$ cat config.mk
export PLATFORM = sky130hd
export DESIGN_NAME = wb_csr_ctrl
export DESIGN_NICKNAME = d
export VERILOG_FILES = /design/src/rtl/wb_csr_ctrl_pkg.sv /design/src/rtl/wb_csr_ctrl.sv
export SDC_FILE = /design/constraint.sdc
export NUM_CORES = 1
export LEC_CHECK = 0
export ABC_AREA = 1
export BUFFER_PORTS_ARGS = -buffer_cell sky130_fd_sc_hd__buf_2
export CAP_MARGIN = 20
export CORE_AREA = 2 2 168 170
export DETAILED_ROUTE_END_ITERATION = 12
export DIE_AREA = 0 0 170 172
export PLACE_DENSITY = 0.42
export RECOVER_POWER = 25
export SLEW_MARGIN = 40
export SYNTH_ARGS = -nofsm -noshare
export SYNTH_HDL_FRONTEND = slang
export SYNTH_SLANG_ARGS = --single-unit
$ cat constraint.sdc
create_clock -name clk -period 1.62 [get_ports clk]
set_input_delay 0.162 -clock clk [delete_from_list [all_inputs] [get_ports clk]]
set_output_delay 0.162 -clock clk [all_outputs]
set_load 0.02 [all_outputs]
$ cat src/rtl/wb_csr_ctrl_pkg.sv
// wb_csr_ctrl_pkg: CSR op encodings, WB FSM states and CSR numbers shared with the CSR file
package wb_csr_ctrl_pkg;
  typedef enum logic [1:0] {
    CSR_NONE = 2'b00,
    CSR_RD   = 2'b01,
    CSR_WR   = 2'b10,
    CSR_XCHG = 2'b11
  } csr_op_e;
  typedef enum logic {
    S_IDLE  = 1'b0,
    S_REDIR = 1'b1
  } wb_state_e;
  localparam logic [13:0] CSR_CRMD   = 14'h000;
  localparam logic [13:0] CSR_PRMD   = 14'h001;
  localparam logic [13:0] CSR_ECFG   = 14'h004;
  localparam logic [13:0] CSR_ESTAT  = 14'h005;
  localparam logic [13:0] CSR_ERA    = 14'h006;
  localparam logic [13:0] CSR_BADV   = 14'h007;
  localparam logic [13:0] CSR_EENTRY = 14'h00c;
  localparam logic [13:0] CSR_SAVE0  = 14'h030;
  localparam logic [13:0] CSR_SAVE1  = 14'h031;
  localparam logic [13:0] CSR_SAVE2  = 14'h032;
  localparam logic [13:0] CSR_SAVE3  = 14'h033;
  localparam logic [13:0] CSR_TID    = 14'h040;
  localparam logic [13:0] CSR_TCFG   = 14'h041;
  localparam logic [13:0] CSR_TVAL   = 14'h042;
  localparam logic [13:0] CSR_TICLR  = 14'h044;
endpackage

$ cat src/rtl/wb_csr_ctrl.sv
// wb_csr_ctrl: WB-stage CSR access, exception/ertn commit and pipeline redirect control
module wb_csr_ctrl
  import wb_csr_ctrl_pkg::*;
(
  input  logic        clk,
  input  logic        reset,
  input  logic        ws_valid,
  input  logic [31:0] ws_pc,
  input  logic [1:0]  ws_csr_op,
  input  logic [13:0] ws_csr_num,
  input  logic [31:0] ws_rd_value,
  input  logic [31:0] ws_rj_value,
  input  logic        ws_ertn,
  input  logic        ws_ex,
  input  logic [5:0]  ws_ecode,
  input  logic [8:0]  ws_esubcode,
  input  logic [31:0] ex_entry,
  input  logic [31:0] ertn_entry,
  input  logic [31:0] csr_rvalue,
  input  logic        br_ready,
  output logic        csr_re,
  output logic [13:0] csr_num,
  output logic        csr_we,
  output logic [31:0] csr_wmask,
  output logic [31:0] csr_wvalue,
  output logic        wb_ex,
  output logic [5:0]  wb_ecode,
  output logic [8:0]  wb_esubcode,
  output logic [31:0] wb_pc,
  output logic        ertn_flush,
  output logic        rf_we,
  output logic [31:0] rf_wdata,
  output logic        flush_req,
  output logic        br_valid,
  output logic [31:0] br_target,
  output logic        ws_allowin
);
  wb_state_e   state, state_nx;
  logic [31:0] tgt, tgt_nx;
  logic        idle, redir, live, ex, er, csr, wr;
  always_ff @(posedge clk)
    if (reset) begin
      state <= S_IDLE;
      tgt   <= '0;
    end else begin
      state <= state_nx;
      tgt   <= tgt_nx;
    end
  // Outputs are gated by reset so they read as idle before the first edge
  always_comb begin
    idle        = !reset && state == S_IDLE;
    redir       = !reset && state == S_REDIR;
    live        = idle && ws_valid;
    ex          = live && ws_ex;
    er          = live && ws_ertn && !ws_ex;
    csr         = live && !ws_ex && !ws_ertn && ws_csr_op != CSR_NONE;
    wr          = csr && (ws_csr_op == CSR_WR || ws_csr_op == CSR_XCHG);
    state_nx    = (ex || er) ? S_REDIR : (redir && br_ready) ? S_IDLE : state;
    tgt_nx      = ex ? ex_entry : er ? ertn_entry : tgt;
    csr_re      = csr;
    csr_num     = (!reset && ws_csr_op != CSR_NONE) ? ws_csr_num : '0;
    csr_we      = wr;
    csr_wmask   = !wr ? '0 : ws_csr_op == CSR_WR ? 32'hffff_ffff : ws_rj_value;
    csr_wvalue  = wr ? ws_rd_value : '0;
    rf_we       = csr;
    rf_wdata    = csr ? csr_rvalue : '0;
    wb_ex       = ex;
    wb_ecode    = ex ? ws_ecode : '0;
    wb_esubcode = ex ? ws_esubcode : '0;
    wb_pc       = ex ? ws_pc : '0;
    ertn_flush  = er;
    flush_req   = redir;
    br_valid    = redir;
    br_target   = redir ? tgt : '0;
    ws_allowin  = !redir;
  end
endmodule

Word level (Yosys, flattened, before mapping)
Index checks and enable logic that the tools add are counted.

Bits in registers: 33. Input bits: 229. Output and inout bits: 197.

Equal/unequal tests: 2. Multiplexer cells: 13. Bitwise operators: 1. Reductions and logical operators: 21.

Operators by type and width (count): 32-bit 2-to-1 mux (8); 14-bit 2-to-1 mux (1); 1-bit logical AND (12); 9-bit 2-to-1 mux (1); 6-bit 2-to-1 mux (1); 2-bit nonzero test (3); 2-bit == test, second input constant (2); 1-bit zero test (4); 1-bit logical OR (2); 1-bit 2-to-1 mux (2); 1-bit NOT (1).

Logic depth before layout (Yosys ltp)
Gate-level depths: netlist of run 1.

Depth in word-level cells: 8. Mapped depth: 7. Mapped depth without buffers: 6.

Worst setup path after synthesis of run 1
No wires, ideal clock.

Path kind: reg-to-output. Start: register state. End: output port csr_wvalue[22]. Arrival: 1567 ps. Setup slack: -109 ps. Stages on the path, launching flop included: 8. Buffers on the path: 2. Cells stage by stage: dfxtp_1 -> nor2_4 -> nand3b_1 -> nor2_2 -> nand2_1 -> buf_4 -> buf_6 -> nor2_1.

Cells in the longest elaborated chain, start to end: 8.

Ends and longest elaborated chain: from (decl) (line wb_csr_ctrl.sv:38) `wb_state_e state, state_nx;`; from (signal assigned) (line wb_csr_ctrl.sv:46) `state <= state_nx;`; 1-bit NOT (line wb_csr_ctrl.sv:51) `idle = !reset && state == S_IDLE;`; 1-bit logical AND (line wb_csr_ctrl.sv:51); 1-bit logical AND (line wb_csr_ctrl.sv:53) `live = idle && ws_valid;`; 1-bit logical AND (3 in a row) (line wb_csr_ctrl.sv:56) `csr = live && !ws_ex && !ws_ertn && ws_csr_op != CSR_NONE;`; named net csr_re (line wb_csr_ctrl.sv:21) `output logic csr_re,`; 1-bit logical AND (line wb_csr_ctrl.sv:57) `wr = csr && (ws_csr_op == CSR_WR || ws_csr_op == CSR_XCHG);`; 32-bit 2-to-1 mux (line wb_csr_ctrl.sv:64) `csr_wvalue = wr ? ws_rd_value : '0;`; to (decl) (line wb_csr_ctrl.sv:25) `output logic [31:0] csr_wvalue,`.

The timed path passes the listed nets, and every way through them passes these cells.

Final worst setup path of run 1
Start: register state. End: output port csr_wmask[1].

Cells in the longest elaborated chain, start to end: 8.

Ends and longest elaborated chain: 1-bit NOT (line wb_csr_ctrl.sv:51); 1-bit logical AND (line wb_csr_ctrl.sv:51); 1-bit logical AND (line wb_csr_ctrl.sv:53); 1-bit logical AND (3 in a row) (line wb_csr_ctrl.sv:56); 1-bit logical AND (line wb_csr_ctrl.sv:57); 32-bit 2-to-1 mux (line wb_csr_ctrl.sv:63) `csr_wmask = !wr ? '0 : ws_csr_op == CSR_WR ? 32'hffff_ffff : ws_rj_value;`; to (decl) (line wb_csr_ctrl.sv:24) `output logic [31:0] csr_wmask,`.

No other way between the ends.

==> metrics.cfg, run 1 <==
[sta]
setup_viol = 104
tightestPinTransition_ns = 0.3973
grt_setup_unrepaired = true
fin_ws_ns = -0.2274
final_hold_viol_count = 0
setup_tns_ns = -14.90
fin_crit_ns = 1.847
whs_ns = 0.08192
skew_ns = 0.002661
fmax_ghz = 0.5413
fin_crit_sh_pct = 114.0
slew_headroom_pct = 73.51
slew_violations = 0

[setup_path]
cp_cell_sequence = nor2_4 -> nand3b_1 -> nor2_4 -> nand2_4 -> buf_12 -> a21oi_1 -> buf_4
start_kind = register
critical-path-max-stage-delay_ns = 0.33
critPathKind = reg -> out
cp.required_ns = 1.46
worst_setup_path_end_kind = output port
critPathSlowestCell = dfxtp_2
crit_top_cell = nor2_4
path_max_fanout = 34
cp_data_arrival_time_ns = 1.69

[finish]
final_nets = 1337
utilization_pct = 24.60
area_growth_syn_to_layout_pct = 95.62
regArea_sq_um = 661.9
final_cell_mix = buf_2, inv_1, nor2_1
multi_input_area_sq_um = 2001
layout_commonest_cell = buf_2
drive_gt1_share_pct = 47.65
fillCellCount = 3211

[routing]
wl_per_cell_um = 13.21
detail-route-antenna-nets = 0
vias = 5209
viasPerCell = 3.573
drt_iter0_drc = 150
drt-total-wl_mm = 19.26
first_pass_iters = 4
drcViolationCount = 0

[yosys]
synth.avg_cell_area_sq_um = 4.930
ys_seq_elements = 33
netlist_instances = 701
ys_seq_area_share_pct = 19.12
yosys_warnings = 0
syn-num-nets = 930
synth_area_sq_um = 3456
ys_types = 19

[cts]
cts_tree = yes
clock-root-buffer = clkbuf_16
clk_latency_ns = 0.28
ctsLongestPathBuffers = 2
path_clk_slew_ns = 0.05
numCtsBuffers = 5
cts.sinks = 33
htreeDepth = 2
cts_hold_buf = 0

[global_routing]
grt-ovfl-total = 0
grt_use_total_pct = 11.82
grt_pass1_vias = 4636
grt_max_degree = 54
antenna_found_initial = 8
grt_pass1_wl_mm = 26.32

[run_status]
violations = negative setup slack
status = finished with violations

[die]
dieArea_sq_um = 29240
die_w_um = 170
ios = 426
initial_core_util_pct = 12.58
die_h_um = 172
design.core.area_sq_um = 27480
row_count = 61

[power]
p_per_area_nw_per_um2 = 433.6
p_leak_nw = 4.405
ir_worst_vdd_mv = 0.3810
total_power_mw = 2.931

[min_path]
hold_class = in -> reg

[placement]
hpwl_mm = 16.23
gp_congestion = 0.7601
port_buffers = 425

[run]
cap_violations = 0

## what timing repair did
item,CTS,global route
cloned,0,1
pin swaps,2,2
gates resized for setup,126,42
setup buffers,1,1
setup endpoints to repair,144,147
## per-layer routing
metal / track usage (%) / part of all wire (%) / up-vias
met1: 13.67 / 40 / 2211
met5: 0 / 0.057 / -
met4: 2.155 / 0.83 / 2
met2: 22.79 / 53 / 193
met3: 2.106 / 6.3 / 16
li1: - / - / 2787
## critical path: cells and delay by family (launching register included)
kind	cells	cell delay, ns
simple gates	4	0.53
buf+inv	2	0.36
flops	1	0.33
compound gates	1	0.16
## registers in the layout, summed over array words and instances (netlist names)
name	count
state	1
tgt	32
## worst paths after layout
kind	from	to	depth (start not counted)	slack, ns
worst max register to register	state	tgt[23]	7	0.23
worst min register to register	tgt[27]	tgt[27]	4	0.52
worst max-delay path	state	csr_wmask[1]	7	-0.23
worst min-delay path	br_ready	state	2	0.08
## cells in the mapped netlist (all sizes together)
library cell  number  area share [%]
nand4             32             5.8
buf               26             4.9
o211ai             1            0.22
o21ai              3            0.43
a21oi             32             6.8
clkinv             1            0.11
nand3              1            0.14
nor2             224              25
nand2            130              14
nand3b             1            0.22
dfxtp             33              19
inv              194              21
clkbuf            23             2.5
## cells by family (layout without fill, tap and decap cells)
kind of cell	after synthesis	after routing	share of synthesized area, %
AND/OR/NAND/NOR	388	388	44.90
buffers and inverters	244	651	28.53
AO/OA/AOI/OAI	36	36	7.458
flip-flops	33	33	19.12
other	0	4	0
## power by group
part	switching, mW	internal [mW]
logic	0.635	0.455
registers	0.0140	0.869
clock network	0.354	0.604
total	1.00	1.93
## metrics by stage
stage | instances | cell area (sq um) | worst slack, ns
after floorplan | 701 | 3533 | -0.005074
after global placement | 1444 | 6092 | 0.05528
after detailed placement | 1444 | 6092 | 0.01576
after CTS | 1452 | 6583 | -0.2711
after global routing | 1456 | 6755 | -0.3524
final | 1458 | 6760 | -0.2274
## cell type report
type,count,share of cell area [%]
well taps,346,6.404
diodes,4,0.1481
multi-input cells,424,29.59
flip-flops and latches,33,9.791
repair buffers,449,41.09
inverters,195,10.86
clock buffers,7,2.110
Power figures use the tool's default switching activity.
==> run 2: changes to the inputs <==
--- a/config.mk
+++ b/config.mk
@@ -9,9 +9,9 @@
 export BUFFER_PORTS_ARGS = -buffer_cell sky130_fd_sc_hd__buf_2
 export CAP_MARGIN = 20
 export CORE_AREA = 2 2 168 170
+export CTS_CLUSTER_SIZE = 25
 export DETAILED_ROUTE_END_ITERATION = 12
 export DIE_AREA = 0 0 170 172
-export PLACE_DENSITY = 0.42
 export RECOVER_POWER = 25
 export SLEW_MARGIN = 40
 export SYNTH_ARGS = -nofsm -noshare
==> metrics.cfg, run 2 (synthesis results as in run 1) <==
[placement]
dp_cells = 1448  ; +0.28%
dpl_cell_area_sq_um = 6110  ; +0.29%
gp_congestion = 0.7907  ; +4.0%
dp_slack_ns = -0.01836  ; -0.03412 ns
hpwl_mm = 16.40  ; +1.1%
port_buffers = 425  ; unchanged

[finish]
largest_register_ffs = 32  ; unchanged
utilization_pct = 25.92  ; +1.3 points
drive_gt1_share_pct = 48.97  ; +1.3 points
final_cell_area_sq_um = 7121  ; +5.3%
layout_commonest_cell = buf_2
top_regs = tgt (32), state (1)
multi_input_area_sq_um = 2182  ; +9.1%
final_cells = 1465  ; +0.48%
area_growth_syn_to_layout_pct = 106.0
final_cell_mix = buf_2, inv_1, nor2_1
fillCellCount = 3095  ; -3.6%
regArea_sq_um = 661.9  ; unchanged
regMostFlops = tgt
final_nets = 1345  ; +0.60%

[die]
die_w_um = 170  ; unchanged
initial_core_util_pct = 12.58  ; unchanged
ios = 426  ; unchanged
dieArea_sq_um = 29240  ; unchanged
die_h_um = 172  ; unchanged
design.core.area_sq_um = 27480  ; unchanged
row_count = 61  ; unchanged

[setup_path]
regToRegEndpoint = tgt[8]
r2r_slack_ns = 0.07  ; -0.16 ns
worstReg2RegStart = state
cp-endpoint = csr_wmask[31]
cp.required_ns = 1.46  ; about the same
cp_data_arrival_time_ns = 1.72  ; +0.03 ns
critPathKind = reg -> out
startpoint = state
reg2reg_depth = 7  ; unchanged
start_kind = register
worst_setup_path_end_kind = output port
path_max_fanout = 32  ; -5.9%

[cts]
clk_latency_ns = 0.28  ; about the same
htreeDepth = 2  ; unchanged
cts_tree = yes
numCtsBuffers = 5  ; unchanged
path_clk_slew_ns = 0.06  ; about the same
ctsLongestPathBuffers = 2  ; unchanged
clock-root-buffer = clkbuf_16
cts.sinks = 33  ; unchanged

[routing]
vias = 5416  ; +4.0%
detail-route-antenna-nets = 0  ; unchanged
wl_per_cell_um = 13.72  ; +3.8%
drt-total-wl_mm = 20.10  ; +4.3%
viasPerCell = 3.697  ; +3.5%
drt_iter0_drc = 196  ; +31%
drcViolationCount = 0  ; unchanged
first_pass_iters = 4  ; unchanged

[global_routing]
grt_use_total_pct = 12.45  ; +0.63 points
grt_pass1_vias = 4862  ; +4.9%
antenna_found_initial = 6  ; -2
grt-ovfl-total = 0  ; unchanged
grt_pass1_wl_mm = 27.56  ; +4.7%
grt_max_degree = 51  ; -5.6%

[power]
p_leak_nw = 4.447  ; +0.96%
ir_worst_vdd_mv = 0.2921  ; -23%
total_power_mw = 3.069  ; +4.7%
p_per_area_nw_per_um2 = 431.0  ; -0.61%

[sta]
final_hold_viol_count = 0  ; unchanged
whs_ns = 0.1277  ; +0.04578 ns
tightestPinTransition_ns = 0.4999  ; +0.1026 ns
skew_ns = 0.002007  ; -0.0006540 ns
setup_tns_ns = -24.14  ; -9.243 ns
grt_setup_unrepaired = true
slew_headroom_pct = 66.67  ; -6.8 points
fmax_ghz = 0.5300  ; -2.1%
fin_crit_ns = 1.887  ; +0.03953 ns
setup_viol = 145  ; +39%
fin_ws_ns = -0.2669  ; -0.03953 ns
fin_crit_sh_pct = 116.5  ; +2.4 points
slew_violations = 0  ; unchanged

[run_status]
status = finished with violations
violations = negative setup slack

[min_path]
hold_class = in -> reg

[run]
cap_violations = 0  ; unchanged

[run 2: how the worst min path moves through the flow]
stage	start	slack, ns	end	cells past startpoint
6_report	br_ready	0.13	state	2
5_1_grt	br_ready	0.15	state	2
4_1_cts	br_ready	0.14	state	2
3_5_place_dp	br_ready	0.45	state	2
3_3_place_gp	ertn_entry[28]	0.46	tgt[28]	5
2_1_floorplan	br_ready	0.28	state	1
[run 2: power by group]
| part | total [mW] | switching [mW] | internal, mW |
|---|---|---|---|
| Clock | 1.02 | 0.371 | 0.651 |
| Combinational | 1.16 | 0.690 | 0.473 |
| Sequential | 0.883 | 0.0143 | 0.869 |
| Total | 3.07 | 1.08 | 1.99 |
[run 2: timing repair]
action,in CTS,in global routing
setup endpoints to repair,149,156
hold buffers,0,0
gates resized for setup,201,40
buffers inserted,5,1
pin swaps,1,0
cloned,3,0
[run 2: final cells by class]
cell class	count	share of cell area, %
clock buffers	7	2.144
multi-input cells	424	30.64
repair buffers	457	41.31
diodes	2	0.07029
inverters	195	10.38
well taps	346	6.080
clock inverters	1	0.07029
flip-flops and latches	33	9.295
[run 2: critical path: stages, from the launching register on]
cell      delay, ns
dfxtp_2        0.33
nor2_4         0.10
nand3b_1       0.20
nor2_4         0.18
nand2_4        0.11
buf_12         0.20
a21oi_1        0.15
buf_4          0.17
[run 2: per-layer routing]
metal	up-vias	global-route usage, %	share of wire, %
met5	-	0	0.13
met4	4	2.081	0.92
met3	15	2.380	7.0
met2	238	22.50	50
met1	2361	15.56	42
li1	2798	-	-
==> run 3: changes to the inputs <==
--- a/config.mk
+++ b/config.mk
@@ -8,10 +8,10 @@
 export ABC_AREA = 1
 export BUFFER_PORTS_ARGS = -buffer_cell sky130_fd_sc_hd__buf_2
 export CAP_MARGIN = 20
-export CORE_AREA = 2 2 168 170
+export CORE_AREA = 8 8 158 160
 export CTS_CLUSTER_SIZE = 25
 export DETAILED_ROUTE_END_ITERATION = 12
-export DIE_AREA = 0 0 170 172
+export DIE_AREA = 0 0 166 168
 export RECOVER_POWER = 25
 export SLEW_MARGIN = 40
 export SYNTH_ARGS = -nofsm -noshare
==> metrics.cfg, run 3 (synthesis results as in run 1) <==
[power]
p_per_area_nw_per_um2 = 399.8  ; -7.2%
p_leak_nw = 4.584  ; +3.1%
ir_worst_vdd_mv = 0.3554  ; +22%
total_power_mw = 3.046  ; -0.74%

[finish]
final_cell_mix = buf_2, inv_1, nor2_1
top_regs = tgt (32), state (1)
drive_gt1_share_pct = 51.07  ; +2.1 points
area_growth_syn_to_layout_pct = 120.5
regMostFlops = tgt
final_cells = 1419  ; -3.1%
utilization_pct = 34.07  ; +8.2 points
largest_register_ffs = 32  ; unchanged
final_nets = 1356  ; +0.82%
fillCellCount = 2371  ; -23%
layout_commonest_cell = buf_2

[global_routing]
grt_max_degree = 33  ; -35%
grt-ovfl-total = 0  ; unchanged
grt_pass1_vias = 5580  ; +15%
grt_use_total_pct = 15.42  ; +3.0 points
antenna_found_initial = 13  ; +7
grt_pass1_wl_mm = 33.72  ; +22%

[routing]
drcViolationCount = 0  ; unchanged
wl_per_cell_um = 16.38  ; +19%
highest_layer = met5
wl_met3_mm = 1.489  ; +6.4%
drt_iter0_drc = 238  ; +21%
vias = 5631  ; +4.0%
wl_met2_mm = 12.45  ; +23%
wl_met1_mm = 8.954  ; +6.9%
drt-total-wl_mm = 23.25  ; +16%
detail-route-antenna-nets = 0  ; unchanged
viasPerCell = 3.968  ; +7.3%
first_pass_iters = 4  ; unchanged

[setup_path]
crit_top_cell = nor2_4
worst_setup_path_end_kind = output port
cp_data_arrival_time_ns = 1.73  ; about the same
critical-path-max-stage-delay_ns = 0.33  ; about the same
cp_top_family = simple AND/OR/NAND/NOR gates
critPathBufInv = 2  ; unchanged
start_kind = register
critPathKind = reg -> out
critPathSlowestCell = dfxtp_2
cp.required_ns = 1.46  ; about the same
cp_cell_sequence = nor2_4 -> nand3b_1 -> nor2_4 -> nand2_4 -> buf_12 -> a21oi_2 -> buf_6
path_max_fanout = 31  ; -3.1%

[cts]
htreeDepth = 2  ; unchanged
path_clk_slew_ns = 0.05  ; about the same
ctsLongestPathBuffers = 2  ; unchanged
clk_latency_ns = 0.28  ; about the same
cts.sinks = 33  ; unchanged
clock-root-buffer = clkbuf_16
cts_tree = yes
numCtsBuffers = 5  ; unchanged

[sta]
whs_ns = 0.1056  ; -0.02209 ns
setup_viol = 150  ; +3.4%
grt_setup_unrepaired = true
final_hold_viol_count = 0  ; unchanged
slew_headroom_pct = 65.83  ; -0.84 points
fin_crit_sh_pct = 116.7  ; +0.21 points
skew_ns = 0.002586  ; +0.0005788 ns
tightestPinTransition_ns = 0.5125  ; +0.01258 ns
slew_violations = 0  ; unchanged
fmax_ghz = 0.5290  ; -0.18%
fin_ws_ns = -0.2704  ; -0.003469 ns
fin_crit_ns = 1.890  ; +0.003469 ns

[die]
row_count = 55  ; -9.8%
dieArea_sq_um = 27890  ; -4.6%
die_w_um = 166  ; -2.4%
design.core.area_sq_um = 22370  ; -19%
die_h_um = 168  ; -2.3%
initial_core_util_pct = 15.45  ; +2.9 points
ios = 426  ; unchanged

[run_status]
status = finished with violations
violations = negative setup slack

[placement]
port_buffers = 425  ; unchanged
dp_cells = 1384  ; -4.4%
gp_congestion = 0.8724  ; +10%
hpwl_mm = 17.80  ; +8.5%
dp_slack_ns = -0.03267  ; -0.01431 ns

[run]
cap_violations = 0  ; unchanged

[min_path]
hold_class = in -> reg

## run 3: cell types whose count changed in the layout (fill, tap and decap cells not counted), moves of 6 or more
cell and change:
nor2_4 +6, buf_2 -54, buf_6 +33, nor2_2 +12, diode_2 +6, nor2_1 -18
buf_4 +24
## run 3: timing repair
action | in CTS | in global routing
cloned | 8 | 0
buffers inserted | 11 | 3
pin swaps | 2 | 1
resized for setup | 294 | 68
hold buffers | 0 | 0
setup endpoints to repair | 141 | 163
## run 3: final timing paths
kind | start | to | slack (ns) | cells past startpoint
worst min register to register | tgt[25] | tgt[25] | 0.52 | 4
worst min-delay path | br_ready | state | 0.11 | 2
worst max register to register | state | tgt[19] | -0.01 | 10
worst max-delay path | state | csr_wmask[6] | -0.27 | 7
## run 3: layer usage
metal	GRT usage, %	vias to the layer above
li1	-	2829
met1	16.96	2529
met2	28.77	241
met3	3.882	28
met4	4.506	4
met5	0	-
## run 3: through the flow
stage | area, sq um | TNS [ns]
global placement | 6023 | 0
global route | 7617 | -42.43
detailed placement | 6023 | -0.1246
finish | 7620 | -25.26
CTS | 7376 | -28.81
floorplan | 3533 | -0.03551
## run 3: area by class of cell
type	instances	area (sq um)	area share, %
Timing Repair Buffer	468	3447	45.24
Sequential cell	33	661.9	8.686
Inverter	195	739.5	9.704
Clock buffer	5	125.1	1.642
Antenna cell	8	20.02	0.2627
Tap cell	285	356.6	4.680
Clock inverter	1	5.005	0.06568
Multi-Input combinational cell	424	2265	29.72
## run 3: where the power goes
part / total (mW) / switching (mW) / internal (mW)
sequential: 0.883 / 0.0137 / 0.869
clock: 0.893 / 0.344 / 0.549
combinational: 1.27 / 0.720 / 0.550
total: 3.05 / 1.08 / 1.97
